--- src/rtl/fifo_wr_128_to_64.sv ---
// Two-entry 128-bit buffer that feeds the 64-bit outbound write FIFO, high half first.
// Optional macro WORD_CNT_EN adds a 32-bit count of pushed halves on port wcnt.
module fifo_wr_128_to_64 #(
    parameter int i_r_width = 128,
    parameter int o_r_width = 64,
    parameter int DEPTH     = 2
) (
    input  logic                 clk,
    input  logic                 reset,
    input  logic [i_r_width-1:0] idata,
    input  logic                 i_vld,
    output logic                 take,
    output logic [o_r_width-1:0] odata,
    output logic                 push,
    input  logic                 full,
    output logic                 busy
`ifdef WORD_CNT_EN
    ,
    output logic [31:0]          wcnt
`endif
);

    localparam logic [1:0] CNT_FULL = 2'(DEPTH);

    typedef enum logic {
        ST_HI = 1'b0,
        ST_LO = 1'b1
    } half_t;

    half_t                half_q, half_d;
    logic [i_r_width-1:0] buf0_q, buf0_d;
    logic [i_r_width-1:0] buf1_q, buf1_d;
    logic [i_r_width-1:0] rd_word;
    logic                 wr_ptr_q, wr_ptr_d;
    logic                 rd_ptr_q, rd_ptr_d;
    logic [1:0]           cnt_q, cnt_d;
    logic                 last_half;

    // A full buffer refuses input even if its last half leaves this cycle.
    always_comb begin
        take = i_vld && (cnt_q != CNT_FULL);
        push = (cnt_q != 2'd0) && !full;
        busy = (cnt_q != 2'd0);
    end

    always_comb begin
        rd_word = rd_ptr_q ? buf1_q : buf0_q;
    end

    always_comb begin
        half_d    = half_q;
        rd_ptr_d  = rd_ptr_q;
        last_half = 1'b0;
        odata     = rd_word[i_r_width-1:o_r_width];
        case (half_q)
            ST_HI: begin
                odata = rd_word[i_r_width-1:o_r_width];
                if (push) begin
                    half_d = ST_LO;
                end
            end
            ST_LO: begin
                odata = rd_word[o_r_width-1:0];
                if (push) begin
                    half_d    = ST_HI;
                    rd_ptr_d  = ~rd_ptr_q;
                    last_half = 1'b1;
                end
            end
            default: begin
                half_d = ST_HI;
            end
        endcase
    end

    always_comb begin
        buf0_d   = buf0_q;
        buf1_d   = buf1_q;
        wr_ptr_d = wr_ptr_q;
        if (take) begin
            if (wr_ptr_q) begin
                buf1_d = idata;
            end else begin
                buf0_d = idata;
            end
            wr_ptr_d = ~wr_ptr_q;
        end
    end

    always_comb begin
        cnt_d = cnt_q + 2'(take) - 2'(last_half);
    end

    always_ff @(posedge clk or posedge reset) begin
        if (reset) begin
            half_q   <= ST_HI;
            buf0_q   <= '0;
            buf1_q   <= '0;
            wr_ptr_q <= 1'b0;
            rd_ptr_q <= 1'b0;
            cnt_q    <= 2'd0;
        end else begin
            half_q   <= half_d;
            buf0_q   <= buf0_d;
            buf1_q   <= buf1_d;
            wr_ptr_q <= wr_ptr_d;
            rd_ptr_q <= rd_ptr_d;
            cnt_q    <= cnt_d;
        end
    end

`ifdef WORD_CNT_EN
    logic [31:0] wcnt_q, wcnt_d;

    // Wraps naturally at 2^32 halves.
    always_comb begin
        wcnt_d = push ? (wcnt_q + 32'd1) : wcnt_q;
    end

    always_ff @(posedge clk or posedge reset) begin
        if (reset) begin
            wcnt_q <= 32'd0;
        end else begin
            wcnt_q <= wcnt_d;
        end
    end

    assign wcnt = wcnt_q;
`endif

endmodule

--- config.mk ---
export PLATFORM = sky130hd
export DESIGN_NAME = fifo_wr_128_to_64
export DESIGN_NICKNAME = d
export VERILOG_FILES = /design/src/rtl/fifo_wr_128_to_64.sv
export SDC_FILE = /design/constraint.sdc
export NUM_CORES = 1
export LEC_CHECK = 0
export ABC_CLOCK_PERIOD_IN_PS = 13000
export CORE_ASPECT_RATIO = 1.1
export CORE_MARGIN = 2
export CORE_UTILIZATION = 58
export DETAILED_ROUTE_END_ITERATION = 10
export PLACE_DENSITY = 0.82
export SYNTH_ARGS = -nofsm -noshare
export SYNTH_HDL_FRONTEND = slang
export SYNTH_SLANG_ARGS = --single-unit
--- constraint.sdc ---
create_clock -name clk -period 13 [get_ports clk]
set_input_delay 1.3 -clock clk [delete_from_list [all_inputs] [get_ports clk]]
set_output_delay 1.3 -clock clk [all_outputs]
set_load 0.005 [all_outputs]
==> impl_metrics.ini, run 1 <==
[power_and_ir_drop]
p_leak_nw = 6.56
ir_worst_vdd_mv = 0.195
power.density_nw_per_um2 = 283
power_mw = 4.28

[grt]
grt_use_total_pct = 23.2
grt_pass1_wl_mm = 40.9
antenna_found_initial = 1
grt.overflow.total = 0
grt_pass1_vias = 7284
grt_start_max_net_pins = 130

[cts]
numCtsBuffers = 27
cts_tree = built
cts_hold_buf = 0
clockRootBuffer = clkbuf_16
clkTransAtPathRegs_ns = 0.06
cts_resized = 0
cts_max_level = 1
clock_latency_ns = 0.52
cts_setup_buffers = 0
cts_buffer_depth = 3
cts_sinks = 261

[layout]
seq_area_um2 = 6540
area_delta_synth_final_pct = 22.0
fill_cells = 1313
drive_above_1_share_pct = 44.2
stdcell_area_um2 = 15200
diodes = 0
multi_input_area_um2 = 5280
fin_nets = 966

[run]
drv_cap = 0

[worst_setup_path]
cp-start-kind = flop
cp_data_required_time_ns = 11.70
cp-end-kind = output pin
crit_type = reg2out
ff2ff_path_depth = 5
reg2reg_setup_slack_ns = 9.56
critPathArrivalTime_ns = 3.18
worstReg2RegStart = cnt_q[1]
reg2reg_to = buf1_q[102]
cp_max_fo = 34

[die]
row_count = 56
fp.dieH_um = 158
initial_core_util_pct = 58.8
die_w_um = 144
io_pins = 199
core-area_um2 = 21200
die_area_um2 = 22600

[synthesis]
ys_warn_count = 0
synth.most_common_cell = dfrtp_1
synthCells = 639
synth_commonest_cells = dfrtp_1 (261), mux2_4 (223), mux4_2 (64)
yosysSeqAreaShare_pct = 52.5
synth_edf_count = 0
synthArstFlopShare_pct = 100
syn_area_per_cell_um2 = 19.5
yosys-top-cells-area = dfrtp_1 (53%), mux2_4 (27%), mux4_2 (12%)
synthFlopType = dfrtp_1
yosysTopAreaCell = dfrtp_1
ys_ff_latch = 261
synth_top_area_share_pct = 52.5
synth.distinct_cells = 18
synth_nets = 774
synth_area_um2 = 12400

[timing]
tns_ns = 0
hold_violations = 0
period_share_pct = 34.4
rsz0062_at_grt = false
setup_viol = 0
slew_violations = 0
skew_ns = 0.00681
worst_pin_slew_ns = 1.18
slew_headroom_pct = 21.2
period_minus_slack_ns = 4.48
max_freq_mhz = 223

[worst_hold_path]
holdPathEnd = cnt_q[1]
min_path_cells = 1
min_from = cnt_q[1]
hold_class = reg2reg

[routing]
drtAntennaViolNets = 0
drtIter0Drc = 366
avgRoutedWirePerCell_um = 22.2
drtPass1Iterations = 4
viasPerCell = 5.58
drc = 0
wl_mm = 25.4
num_vias = 6366

[run_status]
run_status = completed

[place]
io_buffer_count = 198
gp_congestion = 0.761
placed_area_um2 = 14200
dpl.hpwl_mm = 15.9
cell type report:
type | count | area share [%]
well taps | 290 | 2.39
multi-input cells | 333 | 34.8
flip-flops and latches | 261 | 43.1
clock buffers | 41 | 5.33
repair buffers | 205 | 13.4
clock inverters | 8 | 0.776
inverters | 3 | 0.124
metrics by stage:
step	worst slack (ns)	hold WS [ns]	utilization, %	cells
4_1_cts	8.43	0.494	71.7	1141
5_1_grt	8.31	0.512	71.7	1141
6_report	8.52	0.490	71.7	1141
3_3_place_gp	8.37	0.472	67.3	1092
2_1_floorplan	4.52	0.457	-	639
3_5_place_dp	8.25	0.482	67.3	1092
routing by layer:
layer	wire [um]	track usage, %
met1	11000	32.8
met2	12100	36.5
met3	1630	5.72
met4	558	5.88
met5	0	0
cell families after synthesis:
group / Yosys count / synth area share [%]
DFF: 261 / 52.5
buffers and inverters: 45 / 4.98
and+or+nand+nor: 6 / 0.393
muxes: 320 / 41.5
adders and majority gates: 3 / 0.302
xor gates and xnor gates: 4 / 0.282
flip-flops by register name (all words and copies together), names as in the netlist:
signal    flops
buf0_q      128
buf1_q      128
cnt_q         2
half_q        1
rd_ptr_q      1
wr_ptr_q      1
layout by cell type (no fill, tap or decap):
cell type / synthesis / routed
and3_4: 1 / 1
mux2_2: 33 / 33
bufinv_16: 0 / 3
clkinv_2: 0 / 4
and2_1: 1 / 1
ha_1: 3 / 3
and3b_4: 1 / 1
mux2_4: 223 / 223
inv_1: 3 / 2
dfrtp_4: 0 / 2
dfrtp_1: 261 / 259
clkinvlp_4: 0 / 1
mux4_2: 64 / 64
buf_4: 12 / 7
xor2_1: 2 / 2
clkbuf_1: 0 / 6
or2_2: 1 / 1
nand2b_1: 1 / 1
xnor2_1: 2 / 2
clkdlybuf4s50_1: 0 / 198
clkbuf_8: 0 / 8
nor2b_1: 1 / 1
inv_8: 0 / 1
clkbuf_16: 0 / 27
worst max-delay path, stage by stage, from the launching register on:
cell and delay, ns:
dfrtp_4 0.85, buf_4 0.69, mux4_2 0.60, clkdlybuf4s50_1 0.51
worst max-delay path by stage:
stage                  start         end  slack, ns  cells after the start
floorplan              reset   buf0_q[0]       4.52                      1
global placement       i_vld  buf1_q[99]       8.37                      5
detailed placement     i_vld  buf1_q[99]       8.25                      5
CTS                 rd_ptr_q    odata[1]       8.43                      3
global route        rd_ptr_q    odata[1]       8.31                      3
finish              rd_ptr_q   odata[33]       8.52                      3
report_power, final:
| group | internal, mW | switching [mW] | leakage [nW] | total (mW) |
|---|---|---|---|---|
| logic | 1.37 | 0.560 | 3.04 | 1.93 |
| registers | 1.24 | 0.318 | 3.07 | 1.55 |
| clock network | 0.486 | 0.312 | 0.456 | 0.798 |
| total | 3.09 | 1.19 | 6.56 | 4.28 |
No activity file was read; power rests on OpenSTA's default activity.
==> inputs of run 2 (changes only) <==
- ABC_CLOCK_PERIOD_IN_PS: 13000 -> 4300
- CORE_UTILIZATION: 58 -> 54
- PLACE_DENSITY: 0.82 -> 0.77
- clock period: 13 -> 4.3 ns (I/O delays scaled with it)
==> run 2 against run 1 <==
  * First-iteration DRC count shrank 27%
  * Flip-flop and latch count is the same
  * Global-route usage shrank 1.8 points
  * Die area grew 7.2%
  * Core utilization shrank 4.2 points
  * Non-clock buffer count grew 2
  * Clock power grew to 3.1 times the previous value
  * Sequential share of layout area shrank 0.44 points
  * Setup slack lost 7.5 ns
  * Power grew to 3.0 times the previous value
  * Register-to-register slack lost 7.5 ns
==> impl_metrics.ini, run 2 (same netlist as run 1, synthesis figures left out) <==
[worst_hold_path]
hold_class = in2async

[timing]
hold_violations = 0
period_share_pct = 75.6
worst_pin_slew_ns = 0.941
tns_ns = 0
setup_viol = 0
hold_ws_ns = 0.186
slew_headroom_pct = 37.3
period_minus_slack_ns = 3.25
skew_ns = 0.00581
rsz0062_at_grt = false
slew_violations = 0
max_freq_mhz = 308

[die]
io_pins = 199
die_w_um = 149
fp.dieH_um = 163
die_area_um2 = 24300
row_count = 58
core-area_um2 = 22700
initial_core_util_pct = 54.7

[routing]
wl_mm = 25.2
drtPass1Iterations = 4
routed-wl-met3_mm = 1.61
num_vias = 6359
drtAntennaViolNets = 0
drc = 0
wirelength_met1_mm = 10.9
wl_met2_mm = 12.2
avgRoutedWirePerCell_um = 21.8
viasPerCell = 5.51
drtIter0Drc = 266
top_layer = met4

[layout]
top_regs = buf0_q (128), buf1_q (128), cnt_q (2)
mostFrequentLayoutCell = dfrtp_1
area_delta_synth_final_pct = 23.2
fill_cells = 1497
final_cell_mix = dfrtp_1 (259), mux2_4 (223), clkdlybuf4s50_1 (198)
fin_nets = 969
drive_above_1_share_pct = 44.9
diodes = 0

[cts]
cts_max_level = 1
cts_tree = built
clockRootBuffer = clkbuf_16
cts_buffer_depth = 3
cts_sinks = 261
cts_hold_buf = 0
cts_setup_buffers = 0
cts_resized = 0
clock_latency_ns = 0.52
numCtsBuffers = 28
clkTransAtPathRegs_ns = 0.06

[grt]
grt_pass1_vias = 7297
grt_pass1_wl_mm = 41.2
antenna_found_initial = 0
grt_use_total_pct = 21.3
grt.overflow.total = 0
grt_start_max_net_pins = 107

[worst_setup_path]
cp-end-kind = output pin
cp_data_required_time_ns = 3.87
cp-start-kind = flop
crit_type = reg2out
cp_max_fo = 52
critPathArrivalTime_ns = 2.82

[run]
drv_cap = 0

[power_and_ir_drop]
power.density_nw_per_um2 = 849
ir_worst_vdd_mv = 0.437
p_leak_nw = 6.61

[run_status]
run_status = completed

[place]
dpl.hpwl_mm = 16.2
gp_congestion = 0.783
io_buffer_count = 198
run 2: cell types whose count changed in the layout (fill, tap and decap cells not counted), sizes merged:
cell      change
buf           +2
bufinv        -1
clkinvlp      +3
run 2: final cells by class:
class                           instances  area, um^2  area share [%]
Clock buffer                           41         871            5.68
Clock inverter                         10         111           0.727
Inverter                                3        15.0          0.0980
Multi-Input combinational cell        333        5280            34.5
Sequential cell                       261        6540            42.7
Tap cell                              300         375            2.45
Timing Repair Buffer                  207        2120            13.9
run 2: stage by stage:
step / setup slack, ns / total power, mW / cell area (um^2) / cells / util (%)
floorplan: 0.428 / 8.67 / 12400 / 639 / -
global placement: 1.58 / 10.3 / 14300 / 1104 / 63.1
detailed placement: 1.58 / 10.6 / 14300 / 1104 / 63.1
CTS: 1.01 / 13.2 / 15300 / 1155 / 67.4
global route: 0.918 / 13.7 / 15300 / 1155 / 67.4
finish: 1.05 / 13.0 / 15300 / 1155 / 67.4
run 2: worst paths after layout:
path	cells after the start	slack (ns)	from	endpoint
max in group asynchronous	3	3.16	reset	buf0_q[26]
worst min-delay path	2	0.19	reset	buf1_q[41]
worst max-delay path	3	1.05	half_q	odata[29]
worst min register to register	1	0.50	buf0_q[6]	buf0_q[6]
worst max register to register	4	2.08	cnt_q[1]	buf1_q[122]
min in group clk	1	0.50	buf0_q[6]	buf0_q[6]
run 2: per-layer routing:
metal,GRT usage [%],vias up
li1,-,2763
met3,4.92,30
met5,0,-
met1,30.1,3390
met2,34.5,176
met4,4.55,0
run 2: power breakdown:
part	switching, mW	total, mW	internal, mW
Sequential	0.929	4.67	3.74
Clock	0.961	2.48	1.52
Combinational	1.69	5.85	4.15
run 2: critical path: stages (launching register included):
cell and delay [ns]:
dfrtp_4 1.06, buf_4 0.41, mux4_2 0.34, clkdlybuf4s50_1 0.47
==> inputs of run 3 (changes only) <==
- ABC_CLOCK_PERIOD_IN_PS: 4300 -> 2900
- CORE_UTILIZATION: 54 -> 49
- PLACE_DENSITY: 0.77 -> 0.74
- clock period: 4.3 -> 2.9 ns (I/O delays scaled with it)
==> run 3 against run 2 <==
  * Via count rose by 1.3%
  * Setup slack got worse by 0.89 ns
  * Combinational power rose by 54%
  * Critical path type unchanged
  * Sequential power rose by 45%
  * Cell count rose by 2.0%
  * Global-route usage fell by 1.6 points
  * Register-to-register slack got worse by 1.2 ns
  * Worst hold slack improved by 0.043 ns
  * Sequential share of layout area fell by 0.32 points
==> impl_metrics.ini, run 3 (same netlist as run 1, synthesis figures left out) <==
[run_status]
run_status = completed

[timing]
hold_ws_ns = 0.228
period_minus_slack_ns = 2.73
period_share_pct = 94.3
rsz0062_at_grt = false
slew_violations = 0
max_freq_mhz = 366
worst_slack_ns = 0.165
worst_pin_slew_ns = 0.665
hold_violations = 0
skew_ns = 0.00655
tns_ns = 0
setup_viol = 0
slew_headroom_pct = 55.6

[routing]
drtAntennaViolNets = 0
viasPerCell = 5.47
drtIter0Drc = 264
drtPass1Iterations = 4
wl_mm = 25.8
avgRoutedWirePerCell_um = 21.9
drc = 0
num_vias = 6443

[layout]
stdcell_count = 1178
top_regs = buf0_q (128), buf1_q (128), cnt_q (2)
diodes = 0
area_delta_synth_final_pct = 24.1
fin_nets = 980
final_cell_mix = dfrtp_1 (259), mux2_4 (223), clkdlybuf4s50_1 (198)
drive_above_1_share_pct = 45.1
mostFrequentLayoutCell = dfrtp_1

[place]
pre_cts_ws_ns = 0.605
dpl.hpwl_mm = 16.9
dp.cells = 1128
io_buffer_count = 198
gp_congestion = 0.745

[cts]
cts_sinks = 261
clkTransAtPathRegs_ns = 0.06
cts_hold_buf = 0
cts_max_level = 1
cts_resized = 0
clock_latency_ns = 0.53
clockRootBuffer = clkbuf_16
numCtsBuffers = 28
cts_setup_buffers = 0
cts_tree = built
cts_buffer_depth = 3

[worst_setup_path]
crit_path_max_incr_delay_ns = 0.76
crit_family = buffers and inverters
cp_max_fo = 25
crit_type = reg2out
crit_slowest_cell = dfrtp_4
reg2reg_setup_slack_ns = 0.92
cp_data_required_time_ns = 2.61
path_buf_inv = 2
critPathArrivalTime_ns = 2.44
cp-end-kind = output pin
cp-start-kind = flop
path_cells = buf_4 > mux4_2 > clkdlybuf4s50_1

[grt]
grt_use_total_pct = 19.8
grt_pass1_vias = 7367
grt_start_max_net_pins = 80
grt_pass1_wl_mm = 41.7
grt.overflow.total = 0
antenna_found_initial = 0

[die]
die_w_um = 156
io_pins = 199
core-area_um2 = 25100
row_count = 61
fp.dieH_um = 171
die_area_um2 = 26700
initial_core_util_pct = 49.5

[power_and_ir_drop]
power_mw = 19.4
ir_worst_vdd_mv = 0.850
p_leak_nw = 6.66
power.density_nw_per_um2 = 1260

[worst_hold_path]
hold_class = in2async

[run]
drv_cap = 0
==> run 3: final timing paths <==
check / from / end / cells past startpoint
max in group asynchronous: reset / rd_ptr_q / 3
worst min-delay path: reset / buf1_q[27] / 2
worst max register to register: cnt_q[1] / cnt_q[1] / 8
min in group clk: idata[119] / buf0_q[119] / 2
worst min register to register: cnt_q[1] / cnt_q[1] / 1
worst max-delay path: half_q / odata[5] / 3
==> run 3: power by group <==
part / switching (mW) / total, mW / internal [mW]
registers: 1.20 / 6.75 / 5.55
clock network: 1.42 / 3.61 / 2.18
logic: 2.74 / 9.02 / 6.27
total: 5.36 / 19.4 / 14.0
==> run 3: cell type report <==
class,count,area [um^2]
well taps,315,394
multi-input cells,333,5280
repair buffers,218,2270
inverters,3,15.0
flip-flops and latches,261,6540
fillers,1761,9680
clock buffers,38,800
clock inverters,10,133
==> run 3: per-stage QoR <==
stage | instance area, um^2 | utilization (%)
after floorplan | 12400 | -
after global placement | 14500 | 57.7
after detailed placement | 14500 | 57.7
after CTS | 15400 | 61.4
after global routing | 15400 | 61.5
final | 15400 | 61.5
==> run 3: layer usage <==
layer  global-route usage [%]  wire length, um
met1                     28.2            11400
met2                     31.4            12300
met3                     4.69             1710
met5                        0                0
met4                     4.23              439
